==> config.mk <==
export PLATFORM = sky130hd
export DESIGN_NAME = seg_capture_flat
export DESIGN_NICKNAME = d
export VERILOG_FILES = /design/src/rtl/seg_pkg.sv /design/src/rtl/seg_capture_if.sv /design/src/rtl/seg_decode.sv /design/src/rtl/seg_capture.sv /design/src/flat_wrapper.sv
export SDC_FILE = /design/constraint.sdc
export NUM_CORES = 1
export LEC_CHECK = 0
export BUFFER_PORTS_ARGS = -buffer_cell sky130_fd_sc_hd__buf_4
export CORE_UTILIZATION = 50
export DETAILED_ROUTE_END_ITERATION = 8
export GPL_TIMING_DRIVEN = 0
export HOLD_SLACK_MARGIN = 0.02
export PLACE_DENSITY = 0.73
export SYNTH_ARGS = -nofsm -noshare
export SYNTH_HDL_FRONTEND = slang
export SYNTH_HIERARCHICAL = 1
export SYNTH_SLANG_ARGS = --single-unit
==> constraint.sdc <==
create_clock -name clk -period 3.2 [get_ports clk]
set_input_delay 0.32 -clock clk [delete_from_list [all_inputs] [get_ports clk]]
set_output_delay 0.32 -clock clk [all_outputs]
set_load 0.1 [all_outputs]
==> src/rtl/seg_pkg.sv <==
// Shared types and seven-segment glyph constants for the segment-bus capture block.
package seg_pkg;

    typedef logic [6:0] seg_t;
    typedef logic [3:0] nibble_t;

    // segs[6:0] = g..a, active-high
    localparam seg_t SEG_0     = 7'h3F;
    localparam seg_t SEG_1     = 7'h06;
    localparam seg_t SEG_2     = 7'h5B;
    localparam seg_t SEG_3     = 7'h4F;
    localparam seg_t SEG_4     = 7'h66;
    localparam seg_t SEG_5     = 7'h6D;
    localparam seg_t SEG_6     = 7'h7D;
    localparam seg_t SEG_7     = 7'h07;
    localparam seg_t SEG_8     = 7'h7F;
    localparam seg_t SEG_9     = 7'h67;
    localparam seg_t SEG_A     = 7'h77;
    localparam seg_t SEG_B     = 7'h7C;
    localparam seg_t SEG_C     = 7'h39;
    localparam seg_t SEG_D     = 7'h5E;
    localparam seg_t SEG_E     = 7'h79;
    localparam seg_t SEG_F     = 7'h71;
    localparam seg_t SEG_BLANK = 7'h00;

endpackage

==> src/rtl/seg_capture_if.sv <==
// Segment bus in, captured frame out. The slave side is the capture block.
interface seg_capture_if #(
    parameter int NUM_DIGITS = 4
);
    import seg_pkg::*;

    seg_t                      segs;
    logic [NUM_DIGITS-1:0]     digit_en;
    logic [4*NUM_DIGITS-1:0]   data;
    logic [NUM_DIGITS-1:0]     err;
    logic                      out_valid;
    logic                      out_ready;
    logic                      overrun;

    // A word transfers on a rising edge where out_valid and out_ready are both
    // high; once raised, out_valid and data/err hold until that edge, and
    // out_ready has no effect while out_valid is low.
    modport slave (
        input  segs, digit_en, out_ready,
        output data, err, out_valid, overrun
    );

    modport master (
        output segs, digit_en, out_ready,
        input  data, err, out_valid, overrun
    );

endinterface

==> src/rtl/seg_decode.sv <==
// Glyph-to-nibble decoder; unknown patterns (blank included) report invalid.
module seg_decode
    import seg_pkg::*;
(
    input  seg_t    segs,
    output nibble_t nibble,
    output logic    invalid
);

    always_comb begin
        nibble  = 4'h0;
        invalid = 1'b0;
        case (segs)
            SEG_0: nibble = 4'h0;
            SEG_1: nibble = 4'h1;
            SEG_2: nibble = 4'h2;
            SEG_3: nibble = 4'h3;
            SEG_4: nibble = 4'h4;
            SEG_5: nibble = 4'h5;
            SEG_6: nibble = 4'h6;
            SEG_7: nibble = 4'h7;
            SEG_8: nibble = 4'h8;
            SEG_9: nibble = 4'h9;
            SEG_A: nibble = 4'hA;
            SEG_B: nibble = 4'hB;
            SEG_C: nibble = 4'hC;
            SEG_D: nibble = 4'hD;
            SEG_E: nibble = 4'hE;
            SEG_F: nibble = 4'hF;
            default: invalid = 1'b1;
        endcase
    end

endmodule

==> src/rtl/seg_capture.sv <==
// Recovers the word shown on a multiplexed seven-segment display, one word per
// complete frame, after each digit has been stable for STABLE_CYCLES samples.
module seg_capture
    import seg_pkg::*;
#(
    parameter int NUM_DIGITS    = 4,
    parameter int STABLE_CYCLES = 4
) (
    input  logic          clk,
    input  logic          rst_n,
    seg_capture_if.slave  bus
);

    localparam int CW = $clog2(STABLE_CYCLES + 1);
    localparam int IW = (NUM_DIGITS > 1) ? $clog2(NUM_DIGITS) : 1;
    localparam int DW = 4 * NUM_DIGITS;
    localparam logic [CW-1:0] CNT_MAX = CW'(STABLE_CYCLES);

    logic [NUM_DIGITS-1:0] prev_en_q, prev_en_d;
    seg_t                  prev_segs_q, prev_segs_d;
    logic [CW-1:0]         cnt_q, cnt_d;
    logic [NUM_DIGITS-1:0] mask_q, mask_d;
    logic [DW-1:0]         shadow_q, shadow_d;
    logic [NUM_DIGITS-1:0] sherr_q, sherr_d;
    logic [DW-1:0]         data_q, data_d;
    logic [NUM_DIGITS-1:0] err_q, err_d;
    logic                  valid_q, valid_d;
    logic                  overrun_q, overrun_d;

    logic          one_hot;
    logic          same;
    logic          capture;
    logic [IW-1:0] idx;
    nibble_t       dec_nibble;
    logic          dec_invalid;

    seg_decode u_decode (
        .segs    (bus.segs),
        .nibble  (dec_nibble),
        .invalid (dec_invalid)
    );

    always_comb begin
        idx = '0;
        for (int i = 0; i < NUM_DIGITS; i++) begin
            if (bus.digit_en[i]) idx = IW'(i);
        end
    end

    always_comb begin
        prev_en_d   = bus.digit_en;
        prev_segs_d = bus.segs;
        one_hot     = ($countones(bus.digit_en) == 1);
        same        = (bus.digit_en == prev_en_q) && (bus.segs == prev_segs_q);

        if (!one_hot)               cnt_d = '0;
        else if (!same)             cnt_d = CW'(1);
        else if (cnt_q < CNT_MAX)   cnt_d = cnt_q + CW'(1);
        else                        cnt_d = cnt_q;

        // Fire only on arrival at the limit; a changed sample also counts as
        // arrival when the limit is 1 and the counter was already saturated.
        capture = one_hot && (cnt_d == CNT_MAX) && (!same || (cnt_q != CNT_MAX));

        shadow_d  = shadow_q;
        sherr_d   = sherr_q;
        mask_d    = mask_q;
        data_d    = data_q;
        err_d     = err_q;
        valid_d   = valid_q;
        overrun_d = 1'b0;

        if (valid_q && bus.out_ready) valid_d = 1'b0;

        if (capture) begin
            shadow_d[4*idx +: 4] = dec_nibble;
            sherr_d[idx]         = dec_invalid;
            mask_d[idx]          = 1'b1;
            if (&mask_d) begin
                mask_d = '0;
                if (!valid_q || bus.out_ready) begin
                    data_d  = shadow_d;
                    err_d   = sherr_d;
                    valid_d = 1'b1;
                end else begin
                    overrun_d = 1'b1;
                end
            end
        end
    end

    always_ff @(posedge clk) begin
        if (!rst_n) begin
            prev_en_q   <= '0;
            prev_segs_q <= '0;
            cnt_q       <= '0;
            mask_q      <= '0;
            shadow_q    <= '0;
            sherr_q     <= '0;
            data_q      <= '0;
            err_q       <= '0;
            valid_q     <= 1'b0;
            overrun_q   <= 1'b0;
        end else begin
            prev_en_q   <= prev_en_d;
            prev_segs_q <= prev_segs_d;
            cnt_q       <= cnt_d;
            mask_q      <= mask_d;
            shadow_q    <= shadow_d;
            sherr_q     <= sherr_d;
            data_q      <= data_d;
            err_q       <= err_d;
            valid_q     <= valid_d;
            overrun_q   <= overrun_d;
        end
    end

    assign bus.data      = data_q;
    assign bus.err       = err_q;
    assign bus.out_valid = valid_q;
    assign bus.overrun   = overrun_q;

endmodule

==> src/flat_wrapper.sv <==
// flat-port wrapper written by rule: the top's interface ports become plain ports
module seg_capture_flat import seg_pkg::*;
#(
    parameter int NUM_DIGITS    = 4,
    parameter int STABLE_CYCLES = 4
)
  (clk, rst_n, bus_segs, bus_digit_en, bus_out_ready, bus_data, bus_err, bus_out_valid, bus_overrun);
  seg_capture_if #(.NUM_DIGITS(NUM_DIGITS)) bus_i ();
  input  logic clk;
  input  logic rst_n;
  input wire logic [$bits(bus_i.segs)-1:0] bus_segs;
  input wire logic [$bits(bus_i.digit_en)-1:0] bus_digit_en;
  input wire logic [$bits(bus_i.out_ready)-1:0] bus_out_ready;
  output wire logic [$bits(bus_i.data)-1:0] bus_data;
  output wire logic [$bits(bus_i.err)-1:0] bus_err;
  output wire logic [$bits(bus_i.out_valid)-1:0] bus_out_valid;
  output wire logic [$bits(bus_i.overrun)-1:0] bus_overrun;
  assign bus_i.segs = bus_segs;
  assign bus_i.digit_en = bus_digit_en;
  assign bus_i.out_ready = bus_out_ready;
  assign bus_data = bus_i.data;
  assign bus_err = bus_i.err;
  assign bus_out_valid = bus_i.out_valid;
  assign bus_overrun = bus_i.overrun;
  seg_capture #(.NUM_DIGITS(NUM_DIGITS), .STABLE_CYCLES(STABLE_CYCLES)) u_core (.clk(clk), .rst_n(rst_n), .bus(bus_i));
endmodule
== Yosys cells after proc, flatten, opt, wreduce, memory -nomap -nowiden ==
Index checks and enable logic that the tools add are counted.

* Flip-flop bits (word level): 60
* Output and inout port bits: 22
* Logic and storage cells: 73

* Shifts and indexed selects: 2
* Reduce and logical (&&, ||, !) cells: 13
* Eq/ne operators: 21
* $add $sub $neg: 5
* Muxes and demuxes: 18
* Magnitude comparators: 3
* Bitwise operators: 1

{| class="wikitable"
|+ Operators with widths
! operator !! count
|-
| 7-bit equality test, second input constant || 12
|-
| 4-bit one-hot mux with 15 select lines || 1
|-
| 4-bit negation with 34-bit output || 1
|-
| 4-bit by 34-bit variable shift with 16-bit output, first input constant || 1
|-
| 4-bit by 34-bit indexed part select with 16-bit output || 1
|-
| 32-bit adder || 1
|-
| 32-bit by 2-bit equality test with 1-bit output, second input constant || 1
|-
| 16-bit bitwise mux || 1
|-
| 16-bit OR reduction || 1
|-
| 7-bit by 3-bit equality test with 1-bit output, second input constant || 2
|-
| 7-bit by 6-bit equality test with 1-bit output, second input constant || 2
|-
| 6-bit AND reduction || 2
|-
| 3-bit two-way mux || 3
|-
| 1-bit two-way mux || 8
|-
| 7-bit equality test || 1
|-
| 1-bit logical AND || 5
|-
| 1-bit by 1-bit adder with 2-bit output || 2
|-
| 4-bit bitwise mux || 1
|-
| 4-bit equality test || 1
|-
| 2-bit two-way mux || 2
|-
| 4-bit two-way mux || 1
|-
| 4-bit OR || 1
|-
| 4-bit AND reduction || 1
|-
| 3-bit by 1-bit adder with 3-bit output, second input constant || 1
|-
| other kinds (8) || 10
|}

== Longest topological paths before layout ==
Gate-level depths: netlist of the first run.

* Word-level depth: 11
* Mapped depth: 12
* Gate-level depth less buffers: 10

== Cells and area by module ==
The synthesis of the first run kept the hierarchy.

{| class="wikitable"
|+ By module, submodules not included
! module !! cells each !! area each (um2) !! instances !! sequential area each (um2)
|-
| seg_capture || 282 || 2,765.2 || 1 || 1,201.2
|-
| seg_decode || 61 || 364.1 || 1 || 0.0
|}

== Worst setup path before layout of the first run ==
No wires, ideal clock.

* Path kind: input port to flip-flop
* Start point: input port bus_digit_en[3]
* End point: register u_core.sherr_q[0]
* Data required time: 3,127 ps
* Stages on the path: 12
* Arrival: 2,689 ps
* Path slack: 439 ps
* Setup time: 73 ps
* Cell sequence: buf_6 > inv_1 > fa_1 > inv_1 > ha_1 > ha_1 > nor3b_1 > and2_0 > clkbuf_1 > and3_2 > buf_6 > mux2i_1

* Longest elaborated chain between the ends: 7
* Elaborated cells between the ends (all ways): 19
* Those cells by class: add/sub (2); order compare (2); eq/ne (3); mux (6); reduce/logical (6)

{| class="wikitable"
|+ Ends and longest elaborated chain
! what !! line !! RTL
|-
| start, declared || flat_wrapper.sv:12 || <nowiki>input wire logic [$bits(bus_i.digit_en)-1:0] bus_digit_en;</nowiki>
|-
| 1-bit by 1-bit adder with 2-bit output (not written as such) / 4-bit equality test (equally long branches) || seg_capture.sv:53, seg_capture.sv:54 ||
|-
| 32-bit adder (not written as such) / 1-bit logical AND (equally long branches) || seg_capture.sv:53, seg_capture.sv:54 ||
|-
| 32-bit by 2-bit equality test with 1-bit output / 3-bit two-way mux (equally long branches) || seg_capture.sv:53, seg_capture.sv:57 ||
|-
| 3-bit two-way mux || seg_capture.sv:56 || <nowiki>if (!one_hot) cnt_d = '0;</nowiki>
|-
| 3-bit equality test || seg_capture.sv:63 || <nowiki>capture = one_hot && (cnt_d == CNT_MAX) && (!same || (cnt_q != CNT_MAX));</nowiki>
|-
| 1-bit logical AND (2 in series) || seg_capture.sv:63 ||
|-
| end signal, assigned || seg_capture.sv:110 || <nowiki>sherr_q <= sherr_d;</nowiki>
|-
| end, declared || seg_capture.sv:24 || <nowiki>logic [NUM_DIGITS-1:0] sherr_q, sherr_d;</nowiki>
|}

Several ways; a longest one is shown, not always the timed one.
A chain may end at the register's enable or synchronous reset.

== Worst setup path after layout of the first run ==
Ends and elaborated chain as after synthesis.

==> results of run 1 <==
cell type report:
cell class	instances	area, sq um	area share (%)
multi-input cells	253	1770	48.5
flip-flops and latches	60	1200	32.9
repair buffers	34	255	6.98
clock buffers	10	138	3.76
plain buffers	22	125	3.42
well taps	75	93.8	2.57
clock inverters	6	40.0	1.10
inverters	8	30.0	0.821
path summary, 6_finish.rpt:
path	cells past startpoint	to	from	slack, ns
setup / recovery	13	u_core/sherr_q[0]$_SDFFE_PN0N_	bus_digit_en[3]	0.26
hold / removal	2	u_core/prev_segs_q[2]$_SDFF_PN0_	bus_segs[2]	0.21
setup reg to reg	9	u_core/sherr_q[0]$_SDFFE_PN0N_	u_core/cnt_q[0]$_SDFF_PN0_	1.11
hold reg to reg	2	u_core/shadow_q[1]$_SDFFE_PN0N_	u_core/shadow_q[1]$_SDFFE_PN0N_	0.46
layer usage:
| metal | vias up | GRT usage (%) | part of all wire (%) |
|---|---|---|---|
| li1 | 1265 | - | - |
| met1 | 1181 | 29.8 | 48 |
| met2 | 64 | 35.5 | 47 |
| met3 | 9 | 4.38 | 3.9 |
| met4 | 0 | 11.1 | 1.7 |
| met5 | - | 0 | 0 |
critical path, cell delays in order:
cell      delay [ns]
buf_4           0.12
buf_6           0.16
inv_1           0.07
fa_1            0.47
inv_1           0.04
ha_1            0.17
ha_1            0.27
nor3b_1         0.55
and2_0          0.20
clkbuf_1        0.26
and3_2          0.24
buf_6           0.14
mux2i_1         0.18
where the power goes:
part,internal (W),leakage [nW],switching (W),total (W)
Sequential,0.000755,0.486,0.00000457,0.000760
Clock,0.000300,0.0920,0.000309,0.000608
Combinational,0.0000629,1.10,0.0000950,0.000158
cells in the mapped netlist, drive strengths merged:
library cell / count / area share (%)
nor3b: 6 / 1.6
fa: 1 / 0.64
nor4bb: 1 / 0.32
a22o: 1 / 0.28
inv: 8 / 0.96
o22ai: 1 / 0.20
dfxtp: 60 / 38
mux2i: 41 / 13
or4b: 1 / 0.32
xnor2: 7 / 2.2
or3b: 1 / 0.28
nor4b: 3 / 1.5
nand4: 7 / 1.8
a31oi: 2 / 0.40
nand3: 7 / 1.6
nand2: 76 / 9.1
a21oi: 8 / 1.4
nand2b: 4 / 0.80
o211a: 1 / 0.32
nand4b: 1 / 0.28
o21ai: 6 / 0.96
and2: 9 / 1.8
clkbuf: 14 / 1.7
nor4: 2 / 0.40
and3b: 2 / 0.56
mux2: 20 / 7.2
or4: 1 / 0.24
nor2: 13 / 1.6
nor2b: 3 / 0.60
ha: 4 / 1.6
xor2: 7 / 2.0
and3: 4 / 0.84
and2b: 1 / 0.28
or3: 2 / 0.40
buf: 8 / 2.3
a41o: 1 / 0.36
a211oi: 1 / 0.24
nand4bb: 1 / 0.36
nor3: 7 / 1.1
sequential cells by signal, summed over array words and instances, names as in the netlist:
register,cells
u_core/bus.err,4
u_core/shadow_q,16
u_core/mask_q,4
u_core/cnt_q,3
u_core/bus.out_valid,1
u_core/prev_en_q,4
u_core/prev_segs_q,7
u_core/sherr_q,4
u_core/bus.overrun,1
u_core/bus.data,16
cells in the final DEF (no fill, tap or decap), types with 4 or more instances in the layout:
cell type   n
inv_1       8
clkbuf_8   10
nor3_1      7
dfxtp_1    60
nor3b_1     5
nand4_1     5
nand2_1    76
ha_1        4
mux2i_1    41
buf_6       4
mux2_2     20
clkbuf_1   14
a21oi_1     7
xor2_1      7
and2_1      8
buf_4      37
xnor2_1     6
nand3_1     4
nor2_1     13
nand2b_1    4
through the flow:
step | TNS [ns] | cells | area, sq um | power [W] | worst slack (ns)
6_report | 0 | 468 | 3660 | 0.00153 | 0.261
5_1_grt | 0 | 468 | 3660 | 0.00159 | 0.0570
3_5_place_dp | -0.492 | 452 | 3480 | 0.000933 | -0.0826
2_1_floorplan | 0 | 343 | 3130 | 0.000884 | 0.439
3_3_place_gp | -0.356 | 452 | 3480 | 0.000929 | -0.0583
4_1_cts | 0 | 468 | 3660 | 0.00154 | 0.279
kinds of logic after synthesis:
logic type | after synthesis
AOI/OAI and AO/OA | 21
xor gates and xnor gates | 14
adders and majority gates | 5
buffers and inverters | 30
DFF | 60
muxes | 61
and+or+nand+nor | 152
==> impl_results.md, run 1 <==
* Synth-to-Final Area Change at 16.8%
* DRC at 0
* Vias in the first global route at 2324
* Synth Instances at 343
* CTS Buffer Depth at 2
* Max FO, Critical Path at 10
* Crit path DAT at 3.20 ns
* Hpwl dp at 4900 microns
* H-tree depth at 3
* Synth Area in XOR/XNOR at 4.16%
* Final hold vios at 0
* First-pass GRT wire length at 11100 microns
* Resized Gates After CTS at 0
* Fmax at 340 MHz
* Final Hold Slack at 0.213 ns
* Tcrit/Tclk final at 91.8%
* CTS buffer count at 9
* Final min period at 2.94 ns
* Vias per inst at 5.38
* Root Buffer: clkbuf_8
* Startpoint Class: input port
* Largest net degree at the start of global routing at 12
* Initial Util at 52.2%
* Proportion of synthesized area in mux cells at 20.3%
* Rows at 28
* Post-DRT Antenna Nets at 0
* Slew margin rel. at 32.6%
* Clk_lat worst skew at 0.34 ns
* Setup Buffers After CTS at 0
* Clk pin slew, worst setup/hold paths at 0.07 ns
* # diodes at 0
* Worst-Margin Slew at 1.00 ns
* Mapped Nets at 362
* GRT Total Usage at 22.7%
* Synth cell types at 51
* Core Footprint at 5990 sq um
* Final nets at 407
* VDD IR-drop max at 0.301 mV
* WL final at 6850 microns
* CTS Hold Bufs at 0
* Setup repair after global routing missed its margin: false
* Synthesis Warnings at 6
* Die height at 81.1 microns
* Grt ovf at 0
* Crit Path Class: input port to flip-flop
* Largest family of logic cells by synthesized area: simple AND/OR/NAND/NOR gates
* Io pins at 36
* Port Buf Inserts at 34
* Max-cap viol count at 0
* Antenna violations before repair at 0
* Hold Path Class: input port to flip-flop
* Outcome: complete, no violations
* Final core utilization at 61.0%
* Final GP Congestion at 0.778
* Synth Area in Adders at 2.24%
* Compound-Gate Fraction of Synth Area at 4.16%
* Leakage at 1.68 nW
* Post-Synth Simple-Gate Area at 25.8%
* Synthesized area at 3130 sq um
* #FFs+latches synth at 60
* CTS Sinks at 60
* Fill cells at 524
* Fraction of layout cells with a size suffix above 1 at 23.2%
* Data required, critical path at 3.47 ns
* DIE AREA at 6580 sq um
* Die X at 81.1 microns
* Worst clock skew at 0.00941 ns
* Avg Inst Size Synth at 9.12 sq um
* CTS tree: built
* CP endpoint kind: flip-flop
* Total number of vias at 2519
* Initial drt markers at 126
* WL per Instance at 14.6 microns
* Fin. max-slew vios at 0
* Seq/Total Area, Yosys at 38.4%
* Final setup viols at 0
* Pre-antenna DRT Iters at 4
* Power per cell area at 417 nW/um^2
Power figures use the tool's default switching activity.
==> run 2: changes to the inputs <==
Settings changed: SYNTH_HIERARCHICAL 1 to default.
==> impl_results.md, run 2 <==
* Cell repeated most along the worst path: ha_1
* Critical path cell sequence: buf_4 -> inv_1 -> ha_1 -> ha_1 -> fa_1 -> nor3b_1 -> o21ai_1 -> or4_4 -> buf_6 -> a221oi_1 -> nor2_1
* Data required, critical path at 3.43 ns (-0.04 ns)
* Most frequent cells in the layout: dfxtp_1 (60), nand2_1 (46), buf_4 (36), o21ai_0 (33), a21oi_1 (21)
* # diodes at 0 (unchanged)
* Synth Instances at 371 (+8.2%)
* Synthesis Warnings at 0 (-6)
* Final GP Congestion at 0.960 (+23%)
* Core Footprint at 5920 sq um (-1.2%)
* Mapped Nets at 400 (+10%)
* Crit Path Class: input port to flip-flop
* Final Cell Area at 3690 sq um (+0.92%)
* Total number of vias at 2939 (+17%)
* R2R depth at 8 (-1)
* Post-DRT Antenna Nets at 0 (unchanged)
* Final nets at 447 (+9.8%)
* R2R Path End: u_core.bus.data[11]$_SDFFE_PN0P_
* Avg Inst Size Synth at 8.27 sq um (-9.4%)
* Synth cell types at 49 (-3.9%)
* First-pass GRT wire length at 12500 microns (+13%)
* DIE AREA at 6450 sq um (-2.0%)
* Root Buffer: clkbuf_8
* Largest net degree at the start of global routing at 13 (+1)
* Worst clock skew at 0.0111 ns (+0.00168 ns)
* CTS Buffer Depth at 2 (unchanged)
* Largest stage delay, worst path at 0.61 ns (+0.06 ns)
* Clk_lat worst skew at 0.34 ns (about the same)
* Clock network fraction of total power at 45.1% (+5.2 points)
* H-tree depth at 3 (unchanged)
* DRC at 0 (unchanged)
* Die height at 80.3 microns (-0.98%)
* CTS Sinks at 60 (unchanged)
* Startpoint Class: input port
* GRT Total Usage at 25.7% (+3.0 points)
* CTS Hold Bufs at 0 (unchanged)
* Die X at 80.3 microns (-0.98%)
* Max FO, Critical Path at 10 (unchanged)
* Seq pwr share at 44.7% (-5.1 points)
* Fmax at 340 MHz (about the same)
* Commonest non-fill, non-tap cell in the layout: dfxtp_1
* Antenna violations before repair at 0 (unchanged)
* Rows at 28 (unchanged)
* Most numerous cell in the Yosys netlist: dfxtp_1
* Initial Util at 51.8% (-0.44 points)
* Clk pin slew, worst setup/hold paths at 0.08 ns (about the same)
* Io pins at 36 (unchanged)
* Switch share at 25.8% (-0.93 points)
* Port Buf Inserts at 32 (-5.9%)
* Final setup viols at 0 (unchanged)
* Seq/Total Area, Yosys at 39.2% (+0.78 points)
* Worst R2R Setup Slack at 0.69 ns (-0.42 ns)
* Post-synth ARST share at 0% (unchanged)
* CP endpoint kind: flip-flop
* Setup repair after global routing missed its margin: false
* Yosys top cell by area: dfxtp_1
* Tcrit/Tclk final at 91.9% (about the same)
* EDFF count, synth at 0 (unchanged)
* Slew margin rel. at 27.2% (-5.3 points)
* Power per cell area at 461 nW/um^2 (+10%)
* WL final at 7900 microns (+15%)
* Crit path DAT at 3.17 ns (-0.03 ns)
* Synth top cells by count: dfxtp_1 (60), nand2_1 (46), o21ai_0 (34)
* Grt ovf at 0 (unchanged)
* Crit Reg-Reg Startpoint: u_core.cnt_q[2]$_SDFF_PN0_
* Critical Path Sink: u_core.bus.data[11]$_SDFFE_PN0P_
* Final min period at 2.94 ns (+0.000274 ns)
* Final core utilization at 62.3% (+1.3 points)
* WL per Instance at 15.9 microns (+8.5%)
* Switch Pwr at 0.000439 W (+7.5%)
* Vias per inst at 5.90 (+9.6%)
* Area post-placement at 3410 sq um (-2.1%)
* Top FF cell, synth: dfxtp_1
* Pint at 0.00126 W (+13%)
* CP max stage cell: or4_4
* Fraction of layout cells with a size suffix above 1 at 14.9% (-8.3 points)
* Outcome: complete, no violations
* Crit path launch: bus_digit_en[2]
* Max-cap viol count at 0 (unchanged)
* #FFs+latches synth at 60 (unchanged)
* CTS tree: built
* Vias in the first global route at 2652 (+14%)
* Combinational share of power at 10.2% (about the same)
* Synthesized area at 3070 sq um (-2.0%)
* CTS buffer count at 9 (unchanged)
* Hpwl dp at 5570 microns (+14%)
* Fin. max-slew vios at 0 (unchanged)
* Synth area leaders: dfxtp_1 (39%), ha_1 (5.7%), nand2_1 (5.6%)
* Final hold vios at 0 (unchanged)
* Fill cells at 534 (+1.9%)
* Hold Path Class: input port to flip-flop
* Worst-Margin Slew at 1.08 ns (+0.0776 ns)
* Leakage at 1.44 nW (-14%)
* Pre-antenna DRT Iters at 5 (+1)
* VDD IR-drop max at 0.247 mV (-18%)
* Area share of the largest cell type after synthesis at 39.2% (+0.78 points)
* Synth-to-Final Area Change at 20.3%
* Initial drt markers at 265 (+110%)
[run 2: how the worst min path moves through the flow]
stage | endpoint | startpoint | cells past startpoint | slack, ns
6_report | u_core.prev_en_q[0]$_SDFF_PN0_ | bus_digit_en[0] | 2 | 0.21
5_1_grt | u_core.prev_en_q[0]$_SDFF_PN0_ | bus_digit_en[0] | 2 | 0.21
4_1_cts | u_core.prev_en_q[0]$_SDFF_PN0_ | bus_digit_en[0] | 2 | 0.20
3_5_place_dp | u_core.shadow_q[5]$_SDFFE_PN0N_ | u_core.shadow_q[5]$_SDFFE_PN0N_ | 2 | 0.45
3_3_place_gp | u_core.shadow_q[13]$_SDFFE_PN0N_ | u_core.shadow_q[13]$_SDFFE_PN0N_ | 2 | 0.44
2_1_floorplan | u_core.shadow_q[13]$_SDFFE_PN0N_ | u_core.shadow_q[13]$_SDFFE_PN0N_ | 2 | 0.43
[run 2: cells by family (layout without fill, tap and decap cells)]
kind of cell | Yosys count | after routing | share of synthesized area (%)
muxes | 2 | 2 | 0.653
and+or+nand+nor | 145 | 145 | 25.2
DFF | 60 | 60 | 39.2
xor gates and xnor gates | 14 | 14 | 4.00
AOI/OAI and AO/OA | 99 | 99 | 19.7
buffers and inverters | 36 | 88 | 4.98
adders and majority gates | 15 | 15 | 6.36
[run 2: per-stage QoR]
stage          hold WS, ns  worst slack [ns]  TNS (ns)  power [W]  cells
2_1_floorplan        0.433             0.227         0   0.000891    371
3_3_place_gp         0.441            -0.820    -31.51   0.000940    478
3_5_place_dp         0.449            -0.764    -21.56   0.000943    478
4_1_cts              0.197           -0.0836    -0.924    0.00171    494
5_1_grt              0.207             0.124         0    0.00177    498
6_report             0.212             0.261         0    0.00170    498
[run 2: metal layers]
layer  part of all wire (%)  vias to the layer above  track usage (%)
met2                     45                      109             39.1
met1                     49                     1400             35.6
met3                    5.3                       11             5.23
met4                    1.1                        0             9.11
li1                       -                     1419                -
met5                      0                        -                0
[run 2: critical path, delay by kind of cell]
kind            cells  cell delay (ns)
fa+ha+maj           3             0.95
simple gates        3             1.00
compound gates      2             0.55
buf+inv             3             0.34
[run 2: power by group through the flow]
stage | clock network [W] | registers [W] | logic [W]
6_report | 0.000767 | 0.000760 | 0.000173
5_1_grt | 0.000816 | 0.000761 | 0.000190
4_1_cts | 0.000779 | 0.000760 | 0.000167
3_5_place_dp | 0 | 0.000778 | 0.000166
3_3_place_gp | 0 | 0.000777 | 0.000163
2_1_floorplan | 0 | 0.000777 | 0.000115
[run 2: cell type report]
cell class                      instances  area [sq um]  area share (%)
Buffer                                 22           100            2.71
Clock buffer                            9           124            3.36
Clock inverter                          7          98.8            2.68
Inverter                               14          52.6            1.42
Multi-Input combinational cell        275          1750            47.4
Sequential cell                        60          1200            32.6
Tap cell                               75          93.8            2.54
Timing Repair Buffer                   36           270            7.32
[run 2: timing repair]
item | CTS | global route
endpoints found under the setup margin | 32 | 45
pin swaps | 0 | 2
gates resized for setup | 1 | 4
setup buffers | 0 | 4
==> run 3: changes to the inputs <==
Settings changed: CORE_ASPECT_RATIO from default to 0.5.
==> impl_results.md, run 3 (synthesized netlist as in run 2, its figures left out) <==
* Data required, critical path at 3.41 ns (-0.02 ns)
* Power per cell area at 522 nW/um^2 (+13%)
* DIE AREA at 6470 sq um (+0.30%)
* Initial drt markers at 216 (-18%)
* Worst-Margin Slew at 1.01 ns (-0.0697 ns)
* Final min period at 3.02 ns (+0.0792 ns)
* Crit Path Class: input port to flip-flop
* Die X at 113 microns (+40%)
* Fraction of layout cells with a size suffix above 1 at 14.0% (-0.85 points)
* Max FO, Critical Path at 10 (unchanged)
* Total number of vias at 2970 (+1.1%)
* Clk_lat worst skew at 0.33 ns (about the same)
* CTS Sinks at 60 (unchanged)
* Final Hold Slack at 0.227 ns (+0.0150 ns)
* Highest routed layer: met4
* CTS buffer count at 9 (unchanged)
* Fmax at 331 MHz (-2.6%)
* Antenna violations before repair at 0 (unchanged)
* Setup repair after global routing missed its margin: false
* Max-cap viol count at 0 (unchanged)
* Rows at 19 (-32%)
* Pre-antenna DRT Iters at 5 (unchanged)
* Clk pin slew, worst setup/hold paths at 0.05 ns (-0.03 ns)
* Die height at 57.4 microns (-29%)
* Met3 WL post-DR at 587 microns (+41%)
* Largest net degree at the start of global routing at 11 (-2)
* WL final at 8410 microns (+6.4%)
* Hpwl dp at 5960 microns (+7.1%)
* Vias per inst at 6.02 (+2.1%)
* Crit path DAT at 3.23 ns (+0.06 ns)
* WL met2 at 3830 microns (+7.5%)
* Worst clock skew at 0.00628 ns (-0.00481 ns)
* Final GP Congestion at 0.909 (-5.3%)
* CTS Buffer Depth at 2 (unchanged)
* Leakage at 1.47 nW (+2.4%)
* Commonest non-fill, non-tap cell in the layout: dfxtp_1
* Post-DRT Antenna Nets at 0 (unchanged)
* Root Buffer: clkbuf_16
* Core Footprint at 5680 sq um (-4.0%)
* Outcome: complete, no violations
* Final nets at 445 (-0.45%)
* First-pass GRT wire length at 13400 microns (+7.1%)
* CTS tree: built
* WL per Instance at 17.1 microns (+7.5%)
* Fin. max-slew vios at 0 (unchanged)
* Area of the multi-input gates at 1750 sq um (unchanged)
* Fill cells at 465 (-13%)
* Tcrit/Tclk final at 94.3% (+2.5 points)
* Final core utilization at 66.3% (+4.0 points)
* Startpoint Class: input port
* Area occupied by registers at 1200 sq um (unchanged)
* Setup TNS at 0 ns (unchanged)
* Grt ovf at 0 (unchanged)
* Port Buf Inserts at 32 (unchanged)
* Vias in the first global route at 2775 (+4.6%)
* VDD IR-drop max at 0.383 mV (+55%)
* # diodes at 0 (unchanged)
* H-tree depth at 3 (unchanged)
* Metal-1 WL at 3830 microns (-0.23%)
* Slew margin rel. at 32.4% (+5.1 points)
* Initial Util at 54.0% (+2.2 points)
* CP endpoint kind: flip-flop
* Synth-to-Final Area Change at 22.8%
* Hold Path Class: input port to flip-flop
* Final hold vios at 0 (unchanged)
* GRT Total Usage at 27.3% (+1.7 points)
* Io pins at 36 (unchanged)
* DRC at 0 (unchanged)
* Most frequent cells in the layout: dfxtp_1 (60), nand2_1 (46), buf_4 (34), o21ai_0 (33), a21oi_1 (21)
* Final setup viols at 0 (unchanged)
-- run 3: path summary, 6_finish.rpt --
path                                        start                              end  cells after the start  slack [ns]
hold / removal                    bus_digit_en[0]   u_core.prev_en_q[0]$_SDFF_PN0_                      2        0.23
hold reg to reg   u_core.shadow_q[5]$_SDFFE_PN0N_  u_core.shadow_q[5]$_SDFFE_PN0N_                      2        0.46
setup / recovery                  bus_digit_en[2]  u_core.bus.data[0]$_SDFFE_PN0P_                     11        0.18
setup reg to reg       u_core.cnt_q[0]$_SDFF_PN0_  u_core.bus.data[0]$_SDFFE_PN0P_                      8        0.61
-- run 3: repair_timing --
action	CTS	global route
hold endpoints to repair	0	0
setup endpoints to repair	43	40
hold buffers	0	0
pin swaps	0	2
gates resized for setup	4	1
buffers inserted	0	2
-- run 3: layout make-up --
cell class              instances  area share [%]
repair buffers                 34            6.78
multi-input cells             275            46.4
clock inverters                 4            1.96
inverters                      14            1.40
well taps                      73            2.43
flip-flops and latches         60            31.9
plain buffers                  22            2.66
clock buffers                  11            6.45
-- run 3: routing by layer --
| metal | vias to the layer above | track usage (%) |
|---|---|---|
| met5 | - | 0 |
| met4 | 0 | 10.5 |
| met3 | 16 | 8.93 |
| met2 | 123 | 44.4 |
| met1 | 1416 | 34.3 |
| li1 | 1415 | - |
-- run 3: where the power goes --
group / switching (W) / total [W] / internal (W)
Clock: 0.000329 / 0.00103 / 0.000697
Combinational: 0.000114 / 0.000177 / 0.0000624
Sequential: 0.00000552 / 0.000763 / 0.000757
-- run 3: stage by stage --
stage | power (W) | worst slack [ns] | instance area, sq um | std cells
2_1_floorplan | 0.000891 | 0.227 | 3070 | 371
3_3_place_gp | 0.000939 | -0.802 | 3400 | 476
3_5_place_dp | 0.000947 | -0.689 | 3400 | 476
4_1_cts | 0.00197 | 0.0174 | 3750 | 491
5_1_grt | 0.00202 | 0.0441 | 3770 | 493
6_report | 0.00197 | 0.181 | 3770 | 493
-- run 3: worst max-delay path, stage by stage --
cell and delay [ns]:
buf_4 0.11, inv_1 0.06, a21oi_1 0.54, ha_1 0.45, o22ai_1 0.12, nor2_1 0.16
o21ai_0 0.28, or4_4 0.63, buf_6 0.17, a221oi_1 0.32, nor2_1 0.07
